===== src/rtl/micro_interval_timer.sv =====
// micro_interval_timer: one-shot/periodic interval timer on a free-running microsecond count, wrap-safe
module micro_interval_timer #(
  parameter int TW = 32,
  parameter int DW = 32,
  parameter int CW = 16
) (
  input  logic          clk,
  input  logic          rst,
  input  logic [TW-1:0] timeMicro,
  input  logic          start,
  input  logic          abort,
  input  logic          periodic,
  input  logic [DW-1:0] duration_us,
  output logic          busy,
  output logic          expired,
  output logic [TW-1:0] elapsed_us,
  output logic [CW-1:0] expire_count
);
  typedef enum logic {IDLE, RUN} state_t;
  state_t state, state_nx;
  logic [TW-1:0] t0, dur, delta;
  logic per, hit;
  assign delta = timeMicro - t0;
  assign hit = delta >= dur;
  assign busy = state == RUN;
  always_ff @(posedge clk or negedge rst)
    if (!rst) state <= IDLE;
    else state <= state_nx;
  always_comb begin
    state_nx = state;
    if (state == IDLE) state_nx = start ? RUN : IDLE;
    else if (abort) state_nx = IDLE;
    else if (!start && hit && !per) state_nx = IDLE;
  end
  // start in either state reloads the interval; abort only matters while running
  always_ff @(posedge clk or negedge rst)
    if (!rst) begin
      t0 <= '0;
      dur <= '0;
      per <= 1'b0;
      expired <= 1'b0;
      elapsed_us <= '0;
      expire_count <= '0;
    end else begin
      expired <= 1'b0;
      if (start && (state == IDLE || !abort)) begin
        t0 <= timeMicro;
        dur <= TW'(duration_us);
        per <= periodic && duration_us != '0;
        elapsed_us <= '0;
        expire_count <= '0;
      end else if (state == RUN && !abort) begin
        elapsed_us <= delta;
        if (hit) begin
          expired <= 1'b1;
          expire_count <= expire_count + CW'(1);
          if (per) t0 <= t0 + dur;
        end
      end
    end
endmodule


===== config.mk =====
export PLATFORM = sky130hd
export DESIGN_NAME = micro_interval_timer
export DESIGN_NICKNAME = d
export VERILOG_FILES = /design/src/rtl/micro_interval_timer.sv
export SDC_FILE = /design/constraint.sdc
export NUM_CORES = 1
export LEC_CHECK = 0
export CORE_UTILIZATION = 51
export DETAILED_ROUTE_END_ITERATION = 10
export PLACE_DENSITY = 0.78
export SKIP_LAST_GASP = 1
export SLEW_MARGIN = 20
export SYNTH_ARGS = -nofsm -noshare
export SYNTH_HDL_FRONTEND = slang
export SYNTH_SLANG_ARGS = --single-unit

===== constraint.sdc =====
create_clock -name clk -period 5.1 [get_ports clk]
set_clock_uncertainty 0.05 [all_clocks]
set_input_delay 0.51 -clock clk [delete_from_list [all_inputs] [get_ports clk]]
set_output_delay 0.51 -clock clk [all_outputs]
set_load 0.03 [all_outputs]

==> out/results.txt, run 1 <==
Status: finished, violations left
Violated checks: negative setup slack
Mapped Nets: 1182
Met1 Resource Use GR: 0.399
GRT Overall Usage: 0.318
Number of violations reported at the end of detailed-routing iteration 0: 759
Synth area leader: dfrtp_1
Clock net sink count: 115
Sw frac: 0.453
Number of global-route vias before repair: 8692
Post-layout nets: 1398
Global-route track usage on met3: 0.0736
Number of distinct library cells after synthesis: 59
Routed length per placed instance: 19.4 µm
Maximum number of pins on one net before global-route repair: 80
Fillcell total: 1258
PwrDens: 793 nW/µm²
Arrival time at the worst endpoint: 5480 ps
Clock Power Share: 0.144
CTS tree: done
Proportion of register bits with asynchronous set or reset after synthesis: 1.00
Min-delay worst type: in2async
Clock slew at the register clock pins of the worst setup and hold paths: 60 ps
Critical setup path kind: reg2reg
Non-filler instance count after layout: 1465
Ordered list of cells on the worst path: ha_2 -> inv_2 -> fa_2 -> a211oi_4 -> nor3_2 -> o31a_1 -> o41a_1 -> a211o_4 -> a31o_1 -> a21oi_2 -> xnor2_1 -> ha_1 -> a21o_1 -> nand3_2 -> a21oi_2 -> a211oi_2 -> o211ai_1 -> buf_4 -> nand2_2 -> a21o_1 -> buf_4 -> o31ai_1 -> a21oi_2
Total number of vias: 8948
Top cells by area in the synthesized netlist: dfrtp_1, ha_1, a21oi_1, nand2_1, a21o_1
RSZ-0062 raised after global routing: yes
Worst path required time: 5360 ps
Part of the total power dissipated in combinational logic: 0.698
Footprint of the flip-flops and latches: 2880 µm²
Vias per std cell: 6.11
Routability congestion estimate: 0.967
Full die area: 17600 µm²
Sort of element at the start of the critical path: register
Reg-to-reg critical path endpoint: expire_count[14]
Buffer depth of the longest clock path: 2
Later-pin clock latency in the skew report: 440 ps
Share of cells above drive strength 1: 0.163
Cell Area, Synth: 8690 µm²
Mean post-synth cell area: 8.55 µm²
Chip width: 133 µm
Switching component of the power: 4.27 mW
Post-synth EDFFs: 0
Slew Limit Fails: 0
Register-to-Register Path Depth: 23
Flip-flop and latch count after synthesis: 115
Setup slack on the worst flop-to-flop path: -120 ps
Fraction of the yosys area taken by sequential cells: 0.331
Overall die height: 133 µm
Post-route core utilization: 0.718
PnR worst setup slack: -122 ps
Multi-input gate area in the final layout: 5630 µm²
Maximum fanout along the worst path: 12
Warnings, synthesis: 0
Met2 usage in global routing: 0.526
Area Growth Syn to Fin: 36.9%
Period utilization: 1.02
Antenna violations before repair: 1
Crit path largest cell delay: 430 ps
Half-perimeter wire length after detailed placement: 20.0 mm
Leakage dissipation: 5.63 nW
Depth of the CTS H-tree: 4
Cell count after synthesis: 1016
Internal power consumption: 5.16 mW
Antenna diode instance count: 0
Setup crit end kind: register
Post-cts hold buffer count: 0
Sequential cell fraction of total power: 0.158
Detailed-route wire length: 28.5 mm
Maximum operating frequency: 192 MHz
Critical-path top delay cell: o41a_1
Root cell of the clock tree: clkbuf_16
Total I/O pin count: 119
Setup-failing EPs final: 17
Count of maximum capacitance violations: 0
Port bufs: 118
Worst IR drop on VDD: 0.429 mV
Instance count after placement with tap cells included: 1412
Number of buffers inserted during clock tree synthesis: 17
Number of hold-slack violations in the final timing report: 0
Global route overflow: 0
Post-synth top flop: dfrtp_1
Commonest cells after routing, fill and taps aside: dfrtp_1, clkdlybuf4s50_1, buf_4, nand2_1, ha_1
Number of core rows: 47
First-pass GRT wire length: 43.9 mm
Antenna Nets Post-Route: 0
Most prevalent standard cell on the critical path: a21oi_2
Worst flop-to-flop path startpoint: t0[0]
Portion of synthesized cell area occupied by the leading cell type: 0.331
GRT Max-Usage Layer: met2
Max-slew headroom at the worst pin: 0.310
Total iterations of the first detailed-routing run: 6
Core outline area: 16600 µm²
Initial core utilization: 0.524
Slew at the pin closest to its max-slew limit: 1030 ps
Final Critical Period: 5220 ps
Post-detailed-route DRC marker count: 0
sequential cells by signal, summed over array words and instances, names as in the netlist:
name / flops
busy: 1
dur: 32
elapsed_us: 32
expire_count: 16
expired: 1
per: 1
t0: 32
kinds of logic after synthesis:
family | share of synthesized area
muxes | 0.00821
AOI/OAI and AO/OA | 0.271
DFF | 0.331
buffers and inverters | 0.0507
and+or+nand+nor | 0.141
adders and majority gates | 0.141
xor gates and xnor gates | 0.0564
routing by layer:
layer	share of wire	routed length, µm
met1	0.41	11500
met2	0.48	13700
met3	0.072	2060
met4	0.039	1130
met5	0.00042	12
worst max-delay path: cells and delay by family (launching register included):
kind	cells	cell delay, ps
adder cells (fa/ha/maj)	3	800
buffers and inverters	3	390
XOR/XNOR	1	200
flip-flops	1	350
AO/OA/AOI/OAI	13	2960
AND/OR/NAND/NOR	3	310
cell type report:
class | count | share of cell area
clock buffer | 19 | 0.0381
clock inverter | 13 | 0.0172
inverter | 72 | 0.0227
multi-input combinational | 784 | 0.473
sequential | 115 | 0.242
tap | 220 | 0.0231
timing repair buffer | 242 | 0.184
what timing repair did:
item,4_1_cts,5_1_grt
pin swaps,22,25
gates resized for setup,18,38
setup buffers,6,13
endpoints found under the hold margin,0,0
gates cloned,0,2
endpoints found under the setup margin,49,49
power groups by stage:
stage	clock [mW]	combinational (mW)	sequential [mW]
floorplan	0	3.46	1.66
global placement	0	5.71	1.48
detailed placement	0	5.83	1.49
CTS	1.36	6.05	1.48
global route	1.39	7.12	1.53
finish	1.35	6.58	1.49
cells in the mapped netlist, types with 3 or more instances:
cell type	number
and3_1	11
inv_1	72
and2_1	3
nand2b_1	14
xnor2_1	32
o21ai_1	31
o211ai_1	5
xor2_1	24
o2111ai_1	3
or4_1	3
buf_1	4
a21o_1	41
a211o_1	5
nor4_1	9
a22o_1	31
or3_1	6
a211oi_1	16
nand2_1	107
o21a_1	8
a2111oi_0	4
a22oi_1	5
nand3_1	22
a31oi_1	15
nand4_1	14
ha_1	95
nor2b_1	8
nor2_1	53
nor3_1	11
a311o_1	3
o21ai_0	59
a21oi_1	82
dfrtp_1	115
a31o_2	4
o21bai_1	7
mux2i_1	6
a41oi_1	5
o22ai_1	5
clkbuf_1	40
o41ai_1	4
o211a_1	5
o31ai_1	6
worst max-delay path by stage:
stage            startpoint          endpoint  slack [ps]  cells after the start
2_1_floorplan  timeMicro[0]            t0[30]          60                     22
3_3_place_gp   timeMicro[0]  expire_count[15]        -670                     20
3_5_place_dp   timeMicro[0]            t0[30]        -800                     24
4_1_cts        timeMicro[2]            t0[30]        0.07                     24
5_1_grt               t0[0]  expire_count[14]        -250                     23
6_report              t0[0]  expire_count[14]        -120                     23
stage by stage:
stage	worst slack [ps]	setup TNS, ps	total power, mW	hold WS [ps]	area (µm²)
floorplan	63.5	0	5.12	164	8690
global placement	-672	-23620	7.20	438	10800
detailed placement	-798	-32350	7.32	441	10800
CTS	0.0662	0	8.89	219	11600
global route	-249	-4930	10.0	251	11900
finish	-122	-666	9.43	172	11900
Note: power is estimated with default switching activity, not from simulation.
==> run 2, diff against run 1 <==
Settings changed: CORE_UTILIZATION 51 to 30, PLACE_DENSITY 0.78 to default.
Clock period 5.1 ns to 6.1 ns, I/O delays scaled along.
==> out/results.txt, run 2 (synthesized netlist as in run 1, its figures left out) <==
Status: finished, final reports clean
Ordered list of cells on the worst path: clkdlybuf4s50_1 -> inv_1 -> ha_1 -> inv_1 -> fa_1 -> a211oi_2 -> nor3_1 -> o31a_1 -> o41a_1 -> a211o_1 -> a21oi_1 -> xnor2_1 -> ha_1 -> nand2_1 -> nor2_1 -> a211oi_2 -> nor4bb_2 -> buf_4 -> o211ai_1 -> buf_4 -> a41oi_4 -> buf_4 -> a211oi_1 -> a21oi_1
Setup slack on the worst flop-to-flop path: 610 ps
RSZ-0062 raised after global routing: no
Global route overflow: 0
Total iterations of the first detailed-routing run: 5
Worst IR drop on VDD: 0.278 mV
Total number of vias: 8165
Met2 WL post-DR: 13.0 mm
Total I/O pin count: 119
Critical-path top delay cell: a211o_1
Number of global-route vias before repair: 7762
Post-route worst hold slack: 182 ps
Most common library cell in the layout ignoring fill and taps: clkdlybuf4s50_1
Met3 routed wirelength: 1.25 mm
Port bufs: 118
Post-layout nets: 1295
CTS tree: done
Final Critical Period: 5800 ps
Chip width: 172 µm
Post-detailed-route DRC marker count: 0
Maximum number of pins on one net before global-route repair: 75
Full die area: 29700 µm²
First-pass GRT wire length: 42.8 mm
Antenna diode instance count: 0
Number of buffers inserted during clock tree synthesis: 17
Number of violations reported at the end of detailed-routing iteration 0: 610
Worst flop-to-flop path startpoint: t0[0]
PnR worst setup slack: 304 ps
Logic depth of the worst path, buffers included: 24
Slew at the pin closest to its max-slew limit: 958 ps
Most prevalent standard cell on the critical path: buf_4
Routed length per placed instance: 18.1 µm
Period utilization: 0.950
Number of core rows: 61
Worst setup path start: timeMicro[0]
Clock net sink count: 115
Commonest cells after routing, fill and taps aside: clkdlybuf4s50_1, dfrtp_1, nand2_1, ha_1, a21oi_1
Antenna Nets Post-Route: 0
Overall die height: 172 µm
Buffer depth of the longest clock path: 2
Worst Path Buf+Inv: 6
Count of maximum capacitance violations: 0
PwrDens: 618 nW/µm²
PnR Total Power: 6.82 mW
Critical setup path kind: in2reg
Met1 layer wirelength in the final routing: 12.8 mm
Sort of element at the start of the critical path: input pin
Worst path required time: 6390 ps
Largest registers: dur (32), elapsed_us (32), t0 (32)
Initial core utilization: 0.309
Share of cells above drive strength 1: 0.0578
Maximum fanout along the worst path: 14
Setup-failing EPs final: 0
Root cell of the clock tree: clkbuf_16
Core outline area: 28200 µm²
Max-slew headroom at the worst pin: 0.345
Clock slew at the register clock pins of the worst setup and hold paths: 60 ps
Arrival time at the worst endpoint: 6080 ps
End of the critical path: t0[5]
Detailed-route wire length: 27.5 mm
Uppermost metal layer occupied by signal nets: met4
Area Growth Syn to Fin: 27.0%
Fillcell total: 2846
Half-perimeter wire length after detailed placement: 20.7 mm
Setup crit end kind: register
Leakage dissipation: 5.06 nW
Maximum operating frequency: 173 MHz
GRT Overall Usage: 0.191
Top cell family by delay on the critical path: compound AO/OA/AOI/OAI gates
Register-to-Register Path Depth: 22
Number of hold-slack violations in the final timing report: 0
Later-pin clock latency in the skew report: 420 ps
Reg-to-reg critical path endpoint: t0[5]
Crit path largest cell delay: 450 ps
Routability congestion estimate: 0.904
Worst slack, placed: -84.3 ps
Post-CTS Setup Inserts: 0
Slew Limit Fails: 0
Antenna violations before repair: 0
Min-delay worst type: in2async
Vias per std cell: 5.37
Depth of the CTS H-tree: 4
[run 2: cell types whose count changed in the layout (fill, tap and decap cells not counted), moves of 3 or more]
cell / delta
clkbuf_8: +3
nand2_1: +3
a21oi_2: -5
clkinvlp_4: -3
buf_6: -7
a21oi_1: +6
buf_4: -93
[run 2: repair_timing]
action / 4_1_cts / 5_1_grt
gates resized for setup: 0 / 2
endpoints found under the setup margin: 0 / 18
hold buffers: 0 / 0
[run 2: power by group]
| part | internal (mW) | switching (mW) | leakage [nW] |
|---|---|---|---|
| Combinational | 1.85 | 2.60 | 3.31 |
| Sequential | 1.04 | 0.205 | 1.43 |
| Clock | 0.737 | 0.381 | 0.323 |
| Total | 3.63 | 3.19 | 5.06 |
[run 2: final cells by class]
class,count,area (µm²),area share
repair buffers,139,1350,0.122
clock buffers,23,498,0.0451
multi-input cells,784,5420,0.491
inverters,72,270,0.0245
flip-flops and latches,115,2880,0.261
well taps,378,473,0.0429
clock inverters,9,149,0.0135
[run 2: layer usage]
layer	vias to the layer above	global-route usage
met4	0	0.0558
met1	3954	0.252
li1	3937	-
met2	248	0.317
met3	26	0.0339
met5	-	0
[run 2: worst min path at each step]
stage             startpoint          endpoint  slack, ps  depth (start not counted)
2_1_floorplan            rst              busy        260                          0
4_1_cts                  rst  expire_count[15]        210                          1
6_report                 rst   expire_count[6]        180                          1
3_5_place_dp   elapsed_us[4]     elapsed_us[4]        440                          1
5_1_grt                  rst  expire_count[15]        230                          1
3_3_place_gp   elapsed_us[1]     elapsed_us[1]        440                          1
[run 2: metrics by stage]
stage	TNS (ps)	utilization	area, µm²	std cells
floorplan	0	-	8690	1016
global placement	0	0.368	10400	1488
detailed placement	-672	0.368	10400	1488
CTS	0	0.391	11000	1520
global route	0	0.392	11000	1520
finish	0	0.392	11000	1520
